$ cat src/rtl/uart_receiver.sv
// UART receive stage: 2-flop RxD synchroniser, 16x-oversampled start/data/parity/stop
// framing, and a one-clk Rx_VALID strobe that publishes the byte with its error flags.
module uart_receiver #(
    parameter int unsigned DATA_BITS  = 8,
    parameter int unsigned PARITY_EN  = 1,
    parameter int unsigned PARITY_ODD = 0
) (
    input  logic                 clk,
    input  logic                 reset,
    input  logic                 Rx_EN,
    input  logic                 sample_ENABLE,
    input  logic                 RxD,
    output logic [DATA_BITS-1:0] Rx_DATA,
    output logic                 Rx_PERROR,
    output logic                 Rx_FERROR,
    output logic                 Rx_VALID
);

    typedef enum logic [2:0] {
        S_IDLE,
        S_START,
        S_DATA,
        S_PARITY,
        S_STOP
    } state_t;

    localparam logic [2:0] BIT_LAST = 3'(DATA_BITS - 1);
    localparam logic       ODD      = (PARITY_ODD != 0);

    logic [1:0]           sync_q;
    logic                 rx;
    state_t               state_q, state_d;
    logic                 armed_q, armed_d;
    logic [3:0]           tick_q, tick_d;
    logic [2:0]           bit_q, bit_d;
    logic [DATA_BITS-1:0] shift_q, shift_d;
    logic                 perr_q, perr_d;
    logic [DATA_BITS-1:0] data_q, data_d;
    logic                 perr_out_q, perr_out_d;
    logic                 ferr_q, ferr_d;
    logic                 valid_q, valid_d;

    assign rx = sync_q[1];

    always_ff @(posedge clk) begin
        if (reset) begin
            sync_q <= '1;
        end else begin
            sync_q <= {sync_q[0], RxD};
        end
    end

    always_ff @(posedge clk) begin
        if (reset) begin
            state_q    <= S_IDLE;
            armed_q    <= 1'b0;
            tick_q     <= '0;
            bit_q      <= '0;
            shift_q    <= '0;
            perr_q     <= 1'b0;
            data_q     <= '0;
            perr_out_q <= 1'b0;
            ferr_q     <= 1'b0;
            valid_q    <= 1'b0;
        end else begin
            state_q    <= state_d;
            armed_q    <= armed_d;
            tick_q     <= tick_d;
            bit_q      <= bit_d;
            shift_q    <= shift_d;
            perr_q     <= perr_d;
            data_q     <= data_d;
            perr_out_q <= perr_out_d;
            ferr_q     <= ferr_d;
            valid_q    <= valid_d;
        end
    end

    always_comb begin
        state_d    = state_q;
        armed_d    = armed_q;
        tick_d     = tick_q;
        bit_d      = bit_q;
        shift_d    = shift_q;
        perr_d     = perr_q;
        data_d     = data_q;
        perr_out_d = perr_out_q;
        ferr_d     = ferr_q;
        valid_d    = 1'b0;

        if (!Rx_EN) begin
            state_d = S_IDLE;
            armed_d = 1'b0;
            tick_d  = '0;
            bit_d   = '0;
        end else if (sample_ENABLE) begin
            // Counter free-runs mod 16; each sample point is where it wraps from 15.
            tick_d = tick_q + 4'd1;
            unique case (state_q)
                S_IDLE: begin
                    tick_d = '0;
                    if (rx) begin
                        armed_d = 1'b1;
                    end else if (armed_q) begin
                        state_d = S_START;
                    end
                end
                S_START: begin
                    if (tick_q == 4'd7) begin
                        tick_d  = '0;
                        bit_d   = '0;
                        state_d = rx ? S_IDLE : S_DATA;
                    end
                end
                S_DATA: begin
                    if (tick_q == 4'd15) begin
                        shift_d = {rx, shift_q[DATA_BITS-1:1]};
                        bit_d   = bit_q + 3'd1;
                        if (bit_q == BIT_LAST) begin
                            state_d = (PARITY_EN != 0) ? S_PARITY : S_STOP;
                        end
                    end
                end
                S_PARITY: begin
                    if (tick_q == 4'd15) begin
                        perr_d  = ((^shift_q) ^ rx) != ODD;
                        state_d = S_STOP;
                    end
                end
                S_STOP: begin
                    if (tick_q == 4'd15) begin
                        // A low stop bit disarms so a held-low break cannot retrigger.
                        armed_d    = rx;
                        state_d    = S_IDLE;
                        tick_d     = '0;
                        bit_d      = '0;
                        valid_d    = 1'b1;
                        data_d     = shift_q;
                        perr_out_d = (PARITY_EN != 0) ? perr_q : 1'b0;
                        ferr_d     = ~rx;
                    end
                end
                default: begin
                    state_d = S_IDLE;
                    tick_d  = '0;
                end
            endcase
        end
    end

    assign Rx_DATA   = data_q;
    assign Rx_PERROR = perr_out_q;
    assign Rx_FERROR = ferr_q;
    assign Rx_VALID  = valid_q;

endmodule

$ cat config.mk
export PLATFORM = sky130hd
export DESIGN_NAME = uart_receiver
export DESIGN_NICKNAME = d
export VERILOG_FILES = /design/src/rtl/uart_receiver.sv
export SDC_FILE = /design/constraint.sdc
export NUM_CORES = 1
export LEC_CHECK = 0
export ABC_AREA = 0
export BUFFER_PORTS_ARGS = -buffer_cell sky130_fd_sc_hd__buf_2
export CAP_MARGIN = 25
export CORE_ASPECT_RATIO = 1.25
export CORE_UTILIZATION = 45
export CTS_CLUSTER_SIZE = 16
export DETAILED_ROUTE_END_ITERATION = 7
export GPL_TIMING_DRIVEN = 0
export PLACE_DENSITY_LB_ADDON = 0.12
export SYNTH_ARGS = -nofsm -noshare
export SYNTH_HDL_FRONTEND = slang
export SYNTH_SLANG_ARGS = --single-unit
$ cat constraint.sdc
create_clock -name clk -period 4.6 [get_ports clk]
set_input_delay 0.69 -clock clk [delete_from_list [all_inputs] [get_ports clk]]
set_output_delay 0.69 -clock clk [all_outputs]
set_load 0.02 [all_outputs]
**Word-level counts from Yosys, hierarchy flattened**

Index checks and enable logic that the tools add are counted.

- Register bits after elaboration: 33

- $add $sub $neg: 2
- Equal/unequal tests: 15
- Muxes and demuxes: 19
- Bitwise operators: 5
- Reductions and logical operators: 13

Operators with widths:

| cell | count |
|---|---|
| 3-bit 2-to-1 mux | 9 |
| 2-bit != test, second input constant | 8 |
| 4-bit AND reduction | 4 |
| 3-bit case mux with 5 select lines | 1 |
| 4-bit case mux with 3 select lines | 1 |
| 3-bit case mux with 3 select lines | 1 |
| 4-bit 2-to-1 mux | 2 |
| 8-bit AND reduction | 1 |
| 8-bit XOR reduction | 1 |
| 3-bit by 2-bit == test with 1-bit output, second input constant | 2 |
| 3-bit == test, second input constant | 2 |
| 5-bit AND reduction | 1 |
| 4-bit by 1-bit adder with 4-bit output, second input constant | 1 |
| 4-bit by 3-bit == test with 1-bit output, second input constant | 1 |
| 4-bit == test, second input constant | 1 |
| 1-bit NOT | 4 |
| 2-bit OR reduction | 2 |
| 4-bit OR reduction | 1 |
| 3-bit by 1-bit adder with 3-bit output, second input constant | 1 |
| 3-bit by 1-bit == test with 1-bit output, second input constant | 1 |
| 3-bit logical NOT | 1 |
| 1-bit 2-to-1 mux | 3 |
| 3-bit nonzero test | 1 |
| 2-bit 2-to-1 mux | 1 |
| 3 further kinds | 3 |

**Depth between registers and ports, before layout**

Gate-level depths: netlist (run 1).

- Word-level depth: 4
- Gate-level depth with buffers: 6

**Worst setup path before layout (run 1)**

OpenSTA, ideal clock, no wires.

- Path kind: input to register
- Start point: input port sample_ENABLE
- End point: register shift_q[0]
- Arrival: 1668 ps
- Required time: 4472 ps
- Setup slack: 2804 ps
- Cell stages on the path: 5
- Buffers on the path: 1
- Cells stage by stage: buf_4 and4_1 nand4_1 mux2i_1 nor2_1

- Cells in the longest elaborated chain, start to end: 1

RTL lines:

| element | line | RTL |
|---|---|---|
| from (decl) | 11 | `input logic sample_ENABLE,` |
| 4-bit AND reduction (no line) | n/a |  |
| to (signal assigned) | 70 | `shift_q <= shift_d;` |
| to (decl) | 36 | `logic [DATA_BITS-1:0] shift_q, shift_d;` |

No other way between the ends.
A chain may end at the register's enable or synchronous reset.

**Worst setup path after layout (run 1)**

- Start point: register tick_q[0]
- End point: register shift_q[0]

- Cells in the longest elaborated chain, start to end: 2

RTL lines:

| element | line | RTL |
|---|---|---|
| from (decl) | 34 | `logic [3:0] tick_q, tick_d;` |
| from (signal assigned) | 68 | `tick_q <= tick_d;` |
| 4-bit == test | 116 | `if (tick_q == 4'd15) begin` |
| 4-bit AND reduction (no line) | n/a |  |

No other way between the ends.

==> results of run 1 <==
registers in the layout, summed over array words and instances (netlist names):
name       count
Rx_DATA        8
Rx_FERROR      1
Rx_PERROR      1
Rx_VALID       1
armed_q        1
bit_q          3
perr_q         1
shift_q        8
state_q        3
sync_q         2
tick_q         4
per-layer routing:
layer,vias to the layer above,routed length [um],track usage
met3,7,84,0.0560
met4,0,72,0.103
met1,586,1360,0.199
met5,-,0,0
met2,15,1610,0.337
li1,640,-,-
per-stage QoR:
stage | setup WS, ns | cell area (um2) | hold slack [ns] | power (mW)
after global placement | 2.60 | 1720 | 0.397 | 0.311
final | 2.68 | 1810 | 0.418 | 0.517
after global routing | 2.56 | 1810 | 0.439 | 0.537
after detailed placement | 2.55 | 1720 | 0.414 | 0.311
after floorplan | 2.80 | 1610 | 0.389 | 0.306
after CTS | 2.69 | 1810 | 0.428 | 0.523
final timing paths:
check	to	slack (ns)	cells past startpoint
worst min-delay path	sync_q[1]	0.42	1
worst max register to register	shift_q[0]	2.68	5
worst min register to register	sync_q[1]	0.42	1
worst max-delay path	shift_q[0]	2.68	5
worst max-delay path, stage by stage, from the launching register on:
cell and delay (ns):
sky130_fd_sc_hd__dfxtp_1 0.38, sky130_fd_sc_hd__ha_1 0.29, sky130_fd_sc_hd__and4_1 0.24, sky130_fd_sc_hd__nand4_1 0.48, sky130_fd_sc_hd__mux2i_1 0.35, sky130_fd_sc_hd__nor2_1 0.06
kinds of logic (layout without fill, tap and decap cells):
logic type,Yosys count,after routing,synth area share
fa+ha+maj,3,3,0.0234
buf+inv,13,35,0.0748
xor+xnor,7,7,0.0553
compound gates,26,26,0.111
simple gates,66,66,0.211
flops,33,33,0.411
mux,18,18,0.113
power groups by stage:
stage / sequential (mW) / combinational (mW) / clock (mW)
3_3_place_gp: 0.295 / 0.0164 / 0
2_1_floorplan: 0.294 / 0.0115 / 0
4_1_cts: 0.288 / 0.0168 / 0.218
3_5_place_dp: 0.294 / 0.0168 / 0
5_1_grt: 0.288 / 0.0185 / 0.230
6_report: 0.288 / 0.0168 / 0.212
cells in the mapped netlist, types with 2 or more instances:
master,n,area share
sky130_fd_sc_hd__dfxtp_1,33,0.41
sky130_fd_sc_hd__nor2_1,25,0.058
sky130_fd_sc_hd__mux2i_1,17,0.11
sky130_fd_sc_hd__nand2_1,12,0.028
sky130_fd_sc_hd__a21oi_1,9,0.028
sky130_fd_sc_hd__clkbuf_8,5,0.043
sky130_fd_sc_hd__o31ai_1,4,0.019
sky130_fd_sc_hd__xnor2_1,4,0.022
sky130_fd_sc_hd__ha_1,3,0.023
sky130_fd_sc_hd__nand4_1,3,0.012
sky130_fd_sc_hd__nor3_1,3,0.0093
sky130_fd_sc_hd__nor4_1,3,0.012
sky130_fd_sc_hd__or2_2,3,0.012
sky130_fd_sc_hd__or3b_2,3,0.016
sky130_fd_sc_hd__a211oi_1,2,0.0093
sky130_fd_sc_hd__a31oi_1,2,0.0078
sky130_fd_sc_hd__clkbuf_1,2,0.0047
sky130_fd_sc_hd__inv_1,2,0.0047
sky130_fd_sc_hd__nand3_1,2,0.0062
sky130_fd_sc_hd__nor2b_1,2,0.0078
sky130_fd_sc_hd__o211ai_1,2,0.0093
sky130_fd_sc_hd__o41ai_1,2,0.011
sky130_fd_sc_hd__xnor3_1,2,0.028
final cells by class:
| type | instances | share of cell area |
|---|---|---|
| repair buffers | 14 | 0.0388 |
| well taps | 37 | 0.0256 |
| plain buffers | 11 | 0.0624 |
| multi-input cells | 120 | 0.457 |
| clock inverters | 2 | 0.00554 |
| clock buffers | 6 | 0.0402 |
| inverters | 2 | 0.00416 |
| flip-flops and latches | 33 | 0.366 |
==> summary.md, run 1 <==
| Metric | Value |
|---|---|
| Max Clock Skew | `0.00885 ns` |
| Overall die height | `68.8 um` |
| Net switching fraction of the power | `0.229` |
| Post-CTS sizing | `0` |
| Dpl hpwl | `2280 um` |
| Post-layout min period | `1.92 ns` |
| Peak clock frequency supported by timing | `just over 500 MHz` |
| #FFs+latches synth | `33` |
| Share of final-layout standard cells stronger than drive strength 1 | `0.202` |
| Cell area power density | `286 nW/um2` |
| Clock root buffer | `sky130_fd_sc_hd__clkbuf_8` |
| Core utilization of the finished layout | `0.546` |
| Detailed-routing iteration count for the pre-antenna-repair pass | `4` |
| Routed wire length | `about 3100 um` |
| Total of hold buffers inserted after clock tree synthesis | `0` |
| Number of top-level pins | `16` |
| Cell-internal power | `0.398 mW` |
| Post-synth EDFFs | `0` |
| P&R area growth vs syn | `12.4%` |
| Cell Rows | `23` |
| Commonest non-fill, non-tap cells in the layout | `sky130_fd_sc_hd__dfxtp_1, sky130_fd_sc_hd__nor2_1, sky130_fd_sc_hd__mux2i_1, sky130_fd_sc_hd__buf_2, sky130_fd_sc_hd__nand2_1` |
| Power share of the clock group | `0.410` |
| Final sum of negative setup slack | `0 ns` |
| Core area | `3310 um2` |
| GRT Resource Usage Total | `0.187` |
| Routed wirelength normalized by instance count | `13.9 um` |
| Horizontal extent of the die | `55.4 um` |
| Via count | `1248` |
| Hold Violations, Final | `0` |
| Worst Setup SP | `tick_q[0]` |
| Nets | `between 150 and 200` |
| Antenna Diode Count | `0` |
| Die ar. | `3810 um2` |
| Worst EP required | `around 4.8 ns` |
| Crit Path Category | `flip-flop to flip-flop` |
| Leading register cell type out of synthesis | `sky130_fd_sc_hd__dfxtp_1` |
| Effective utilization at floorplan | `0.485` |
| Synth Net Count | `~170` |
| Combinational power share | `0.032` |
| Residual overflow from global routing | `0` |
| Data arrival time of the worst path | `between 2 and 2.5 ns` |
| Sequential-to-total area share from yosys stat | `0.411` |
| Count of different cell masters after synthesis | `44` |
| Synthesized area per cell | `9.68 um2` |
| Capturing element type of the critical path | `flip-flop` |
| Via density per instance | `5.55` |
| Post-route non-filler standard cell count | `225` |
| DRC Markers | `0` |
| Worst slew margin relative to its limit | `0.608` |
| Hold Path Origin | `sync_q[0]` |
| Reg area | `661 um2` |
| Number of inserted filler cells in the final layout | `307` |
| Pin count of the biggest net entering global routing | `11` |
| Antenna viol nets, final | `0` |
| Sink count of the clock tree | `33` |
| Unrepaired setup endpoints after global routing | `false` |
| First-pass GRT wire length | `5330 um` |
| Crit share post-route | `0.418` |
| Synthesis Warnings | `0` |
| Switching component of the power | `0.118 mW` |
| Total area of multi-input combinational cells | `826 um2` |
| Share of async-settable or async-resettable flops after synthesis | `0` |
| Static Leakage | `0.804 nW` |
| Post-CTS repair timing setup buffer count | `0` |
| Placer Congestion | `0.817` |
| Maximum buffer depth of the clock tree | `2` |
| Antenna violations before repair | `0` |
| H-tree lvl count | `2` |
| Crit-path max FO | `8` |
| Crit path launch type | `flip-flop` |
| Count of mapped cells out of synthesis | `166` |
| Clock buffer count from CTS | `5` |
| Max-capacitance violation count | `0` |
| Post-synthesis cell area | `1610 um2` |
| Status | `finished clean` |
| DRC marker count from the first detailed-route iteration | `29` |
| RR Startpoint | `tick_q[0]` |
| Clock tree from TritonCTS | `yes` |
| Commonest non-fill, non-tap cell in the layout | `sky130_fd_sc_hd__dfxtp_1` |
| Final setup vio count | `0` |
| Type of the tightest min-delay check | `flip-flop to flip-flop` |
| Number of placed cells counting well taps | `217` |
| Slew of the pin with the lowest slew margin | `approximately 0.59 ns` |
| Clock-pin slew on the worst setup and hold paths | `0.07 ns` |
| Peak VDD IR | `0.000236 V` |
| Insertion delay of the later-clocked pin in the worst-skew pair | `0.29 ns` |
| Final Slew Violations | `0` |
| Vias in the first global route | `1160` |
| Sequential Power Share | `0.557` |
| Input/output buffers | `14` |
Power figures use the tool's default switching activity.
==> run 2, diff against run 1 <==
==> constraint.sdc (replaced) <==
create_clock -name clk -period 1.8 [get_ports clk]
set_input_delay 0.27 -clock clk [delete_from_list [all_inputs] [get_ports clk]]
set_output_delay 0.27 -clock clk [all_outputs]
set_load 0.02 [all_outputs]
==> run 2 against run 1 <==
Clock-buffer cell count is the same. Design area rose by 1.7%. Critical path type unchanged. Largest power group unchanged. Register-to-register slack worse by 2.6 ns. Clock power rose to 2.6 times the previous value.
==> summary.md, run 2 (synthesized netlist as in run 1, its figures left out) <==
| Metric | Value |
|---|---|
| Placer Congestion | `0.817` |
| Hold Violations, Final | `0` |
| Crit share post-route | `0.948` |
| Type of the tightest min-delay check | `input pin to flip-flop` |
| RR Startpoint | `sync_q[1]` |
| Cell chain of the critical path | `or3b_1, a32o_2, or4b_1, a21oi_1` |
| Overall die height | `68.8 um` |
| Max-capacitance violation count | `0` |
| Final Slew Violations | `0` |
| Effective utilization at floorplan | `0.485` |
| Peak clock frequency supported by timing | `approximately 600 MHz` |
| Slew of the pin with the lowest slew margin | `0.446 ns` |
| Crit Path Category | `flip-flop to flip-flop` |
| Worst EP required | `2.02 ns` |
| Residual overflow from global routing | `0` |
| Vias in the first global route | `1169` |
| Commonest non-fill, non-tap cells in the layout | `sky130_fd_sc_hd__dfxtp_1, sky130_fd_sc_hd__nor2_1, sky130_fd_sc_hd__mux2i_1, sky130_fd_sc_hd__buf_2, sky130_fd_sc_hd__nand2_1` |
| DRC Markers | `0` |
| DRC marker count from the first detailed-route iteration | `17` |
| Sink count of the clock tree | `33` |
| Horizontal extent of the die | `55.4 um` |
| Worst Setup SP | `sync_q[1]` |
| Crit-path max FO | `7` |
| Cell area power density | `just over 700 nW/um2` |
| Placement-stage worst setup slack | `-0.105 ns` |
| Nets | `between 150 and 200` |
| Pin count of the biggest net entering global routing | `11` |
| Total of hold buffers inserted after clock tree synthesis | `0` |
| Clock-pin slew on the worst setup and hold paths | `roughly 0.07 ns` |
| Clock buffer count from CTS | `5` |
| First-pass GRT wire length | `5360 um` |
| Routed wirelength normalized by instance count | `13.9 um` |
| Routed wire length | `3160 um` |
| Via density per instance | `5.59` |
| Insertion delay of the later-clocked pin in the worst-skew pair | `0.29 ns` |
| Core utilization of the finished layout | `0.555` |
| Peak VDD IR | `between 0.0006 and 0.0007 V` |
| Static Leakage | `0.814 nW` |
| Worst Slack Setup Final | `0.0941 ns` |
| Capturing element type of the critical path | `flip-flop` |
| Share of final-layout standard cells stronger than drive strength 1 | `0.232` |
| Number of inserted filler cells in the final layout | `305` |
| Pwr Total | `approximately 1.3 mW` |
| GRT Resource Usage Total | `0.188` |
| Via count | `1268` |
| Final sum of negative setup slack | `0 ns` |
| P&R area growth vs syn | `14.3%` |
| Max Clock Skew | `roughly 0.0096 ns` |
| Critical path's slowest cell | `sky130_fd_sc_hd__or4b_1` |
| Antenna violations before repair | `0` |
| Core area | `around 3300 um2` |
| Max incr delay on CP | `0.46 ns` |
| Input/output buffers | `14` |
| Crit path launch type | `flip-flop` |
| Hold Path Origin | `RxD` |
| Placed cell area | `1720 um2` |
| Status | `finished clean` |
| Number of top-level pins | `16` |
| Worst slew margin relative to its limit | `0.703` |
| H-tree lvl count | `2` |
| Commonest non-fill, non-tap cell in the layout | `sky130_fd_sc_hd__dfxtp_1` |
| Antenna viol nets, final | `0` |
| Maximum buffer depth of the clock tree | `2` |
| Clock tree from TritonCTS | `yes` |
| Final setup vio count | `0` |
| Detailed-routing iteration count for the pre-antenna-repair pass | `4` |
| Dpl hpwl | `2280 um` |
| Clock root buffer | `sky130_fd_sc_hd__clkbuf_8` |
| Die ar. | `between 3000 and 4000 um2` |
| Data arrival time of the worst path | `1.93 ns` |
| Final Instance Area | `between 1500 and 2000 um2` |
| Antenna Diode Count | `0` |
| Post-layout min period | `1.71 ns` |
| Cell Rows | `23` |
[run 2: area by class of cell]
cell class	count	area (um2)	share of cell area
buffer	11	115	0.0627
clock buffer	6	72.6	0.0395
clock inverter	2	10.0	0.00545
inverter	2	7.51	0.00409
multi-input combinational	120	836	0.455
sequential	33	664	0.362
tap	37	46.3	0.0252
timing repair buffer	16	85.1	0.0463
[run 2: final timing paths]
path / endpoint / slack [ns] / cells past startpoint
worst min-delay path: sync_q[0] / 0.16 / 2
worst max-delay path: state_q[0] / 0.09 / 4
worst max register to register: state_q[0] / 0.09 / 4
worst min register to register: sync_q[1] / 0.42 / 1
[run 2: what timing repair did]
action | CTS | global route
endpoints found under the setup margin | 8 | 17
buffers inserted | 1 | 1
pin swaps | 1 | 1
gates resized for setup | 0 | 7
[run 2: layer usage]
layer,track usage,up-vias,share of wire
li1,-,644,-
met1,0.199,598,0.43
met2,0.340,19,0.52
met3,0.0560,7,0.028
met4,0.103,0,0.023
met5,0,-,0
[run 2: critical path, delay by kind of cell, from the launching register on]
kind            cells  cell delay [ns]
simple gates        2             0.84
compound gates      2             0.43
flops               1             0.37
[run 2: report_power, final]
group | internal (mW) | switching, mW
Combinational | 0.0178 | 0.0255
Clock | 0.268 | 0.275
Sequential | 0.732 | 0.00269
Total | 1.02 | 0.303
[run 2: per-stage QoR]
step | hold slack [ns] | std cells
floorplan | 0.374 | 166
global placement | 0.397 | 217
detailed placement | 0.414 | 217
CTS | 0.158 | 226
global route | 0.151 | 227
finish | 0.165 | 227
==> run 3, diff against run 2 <==
--- a/config.mk
+++ b/config.mk
@@ -9,7 +9,7 @@
 export BUFFER_PORTS_ARGS = -buffer_cell sky130_fd_sc_hd__buf_2
 export CAP_MARGIN = 25
 export CORE_ASPECT_RATIO = 1.25
-export CORE_UTILIZATION = 45
+export CORE_UTILIZATION = 54
 export CTS_CLUSTER_SIZE = 16
 export DETAILED_ROUTE_END_ITERATION = 7
 export GPL_TIMING_DRIVEN = 0
==> constraint.sdc (replaced) <==
create_clock -name clk -period 1.8 [get_ports clk]
set_input_delay 0.18 -clock clk [delete_from_list [all_inputs] [get_ports clk]]
set_output_delay 0.18 -clock clk [all_outputs]
set_load 0.02 [all_outputs]
==> run 3 against run 2 <==
First-iteration DRC count did not move. Register-to-register slack got worse by 0.06 ns. Global-route usage rose by 3.2 points. Largest power group unchanged.
==> summary.md, run 3 (synthesized netlist as in run 1, its figures left out) <==
| Metric | Value |
|---|---|
| Number of cells on the worst hold path | `2` |
| Antenna Diode Count | `0` |
| Die ar. | `3200 um2` |
| Via count | `1258` |
| Placer Congestion | `between 0.8 and 0.9` |
| Max-capacitance violation count | `0` |
| Crit share post-route | `0.984` |
| Net switching fraction of the power | `0.198` |
| Pin count of the biggest net entering global routing | `11` |
| P&R area growth vs syn | `13.6%` |
| Cell chain of the critical path | `or3b_1, a32o_2, or4b_1, a21oi_1` |
| Via density per instance | `5.64` |
| DRC Markers | `0` |
| Status | `finished clean` |
| Clock tree from TritonCTS | `yes` |
| Unrepaired setup endpoints after global routing | `false` |
| Share of final-layout standard cells stronger than drive strength 1 | `0.228` |
| Maximum buffer depth of the clock tree | `2` |
| Slew of the pin with the lowest slew margin | `0.451 ns` |
| Hold Violations, Final | `0` |
| Final setup vio count | `0` |
| Routed wire length | `3100 um` |
| Static Leakage | `0.809 nW` |
| Clock root buffer | `sky130_fd_sc_hd__clkbuf_4` |
| Antenna viol nets, final | `0` |
| Data arrival time of the worst path | `2.03 ns` |
| Core area | `around 2800 um2` |
| Max Clock Skew | `0.00900 ns` |
| Power share of the clock group | `0.423` |
| Final Slew Violations | `0` |
| Peak clock frequency supported by timing | `565 MHz` |
| Max incr delay on CP | `0.48 ns` |
| Final sum of negative setup slack | `0 ns` |
| H-tree lvl count | `2` |
| Insertion delay of the later-clocked pin in the worst-skew pair | `0.33 ns` |
| Detailed-routing iteration count for the pre-antenna-repair pass | `4` |
| Final Instance Area | `~1800 um2` |
| Critical path's slowest cell | `sky130_fd_sc_hd__or4b_1` |
| Input/output buffers | `14` |
| Post-layout min period | `~1.8 ns` |
| Cell area power density | `738 nW/um2` |
| Cell-internal power | `roughly 1.1 mW` |
| Cell Rows | `21` |
| Type of the tightest min-delay check | `input pin to flip-flop` |
| Clock-pin slew on the worst setup and hold paths | `0.10 ns` |
| First-pass GRT wire length | `5230 um` |
| Clock buffer count from CTS | `5` |
| Core utilization of the finished layout | `0.662` |
| Crit Path Category | `flip-flop to flip-flop` |
| Worst EP required | `around 2.1 ns` |
| Number of top-level pins | `16` |
| Overall die height | `between 60 and 70 um` |
| GRT Resource Usage Total | `0.219` |
| Peak VDD IR | `0.000488 V` |
| Post-Route Hold Slack | `0.0348 ns` |
| Dpl hpwl | `2250 um` |
| Number of inserted filler cells in the final layout | `~230` |
| Worst slew margin relative to its limit | `0.699` |
| Nets | `196` |
| Vias in the first global route | `around 1200` |
| Crit path launch type | `flip-flop` |
| DRC marker count from the first detailed-route iteration | `17` |
| Worst Reg2Reg Path Length in Cells | `4` |
| Combinational power share | `0.032` |
| Commonest non-fill, non-tap cell in the layout | `sky130_fd_sc_hd__dfxtp_1` |
| Commonest non-fill, non-tap cells in the layout | `sky130_fd_sc_hd__dfxtp_1, sky130_fd_sc_hd__nor2_1, sky130_fd_sc_hd__mux2i_1, sky130_fd_sc_hd__buf_2, sky130_fd_sc_hd__nand2_1` |
| Sequential Power Share | `0.545` |
| Placed cell area | `1720 um2` |
| Switching component of the power | `0.266 mW` |
| Sink count of the clock tree | `33` |
| Routed wirelength normalized by instance count | `13.9 um` |
| Crit-path max FO | `7` |
| Antenna violations before repair | `0` |
| Effective utilization at floorplan | `0.582` |
| Horizontal extent of the die | `50.8 um` |
| Capturing element type of the critical path | `flip-flop` |
| Residual overflow from global routing | `0` |
==> run 3: cell count changes in the layout (fill, tap and decap cells not counted) <==
cell / before / now
sky130_fd_sc_hd__buf_2: 14 / 15
sky130_fd_sc_hd__buf_4: 4 / 2
sky130_fd_sc_hd__bufinv_16: 0 / 1
sky130_fd_sc_hd__clkbuf_4: 0 / 5
sky130_fd_sc_hd__clkbuf_8: 10 / 6
sky130_fd_sc_hd__clkinv_2: 2 / 0
==> run 3: final cells by class <==
class	instances	area [um2]	share of cell area
well taps	34	42.5	0.0233
repair buffers	15	77.6	0.0425
clock buffers	7	55.1	0.0302
multi-input cells	120	836	0.458
plain buffers	11	113	0.0617
clock inverters	1	30.0	0.0164
flip-flops and latches	33	664	0.364
inverters	2	7.51	0.00411
==> run 3: routing by layer <==
layer	vias up	wire length, um	track usage
met5	-	0	0
met4	0	63	0.111
met3	7	85	0.0681
met2	17	1610	0.390
met1	592	1340	0.224
li1	642	-	-
==> run 3: path summary, 6_finish.rpt <==
| path | start | end | slack (ns) |
|---|---|---|---|
| worst min register to register | sync_q[0] | sync_q[1] | 0.44 |
| worst max register to register | sync_q[1] | state_q[0] | 0.03 |
| worst min-delay path | RxD | sync_q[0] | 0.03 |
| worst max-delay path | sync_q[1] | state_q[0] | 0.03 |
==> run 3: what timing repair did <==
| action | 4_1_cts | 5_1_grt |
|---|---|---|
| pin swaps | 1 | 1 |
| hold buffers | 0 | 0 |
| gates resized for setup | 1 | 4 |
| endpoints found under the hold margin | 0 | 0 |
| buffers inserted | 1 | 0 |
| setup endpoints to repair | 10 | 8 |
==> run 3: per-stage QoR <==
stage          instances  setup WS, ns  total power, mW
5_1_grt              223      0.000375             1.41
6_report             223        0.0293             1.35
4_1_cts              223        0.0275             1.37
3_5_place_dp         214       -0.0885            0.795
2_1_floorplan        166         0.179            0.781
3_3_place_gp         214       -0.0383            0.794
==> run 3: critical path, delay by kind of cell, from the launching register on <==
kind | cells | cell delay (ns)
AOI/OAI and AO/OA | 2 | 0.46
and+or+nand+nor | 2 | 0.86
DFF | 1 | 0.38
==> run 3: power by group through the flow <==
| stage | Clock (mW) | Combinational, mW | Sequential (mW) |
|---|---|---|---|
| 4_1_cts | 0.590 | 0.0427 | 0.736 |
| 5_1_grt | 0.624 | 0.0459 | 0.736 |
| 2_1_floorplan | 0 | 0.0293 | 0.751 |
| 3_5_place_dp | 0 | 0.0425 | 0.753 |
| 6_report | 0.570 | 0.0427 | 0.735 |
| 3_3_place_gp | 0 | 0.0414 | 0.753 |
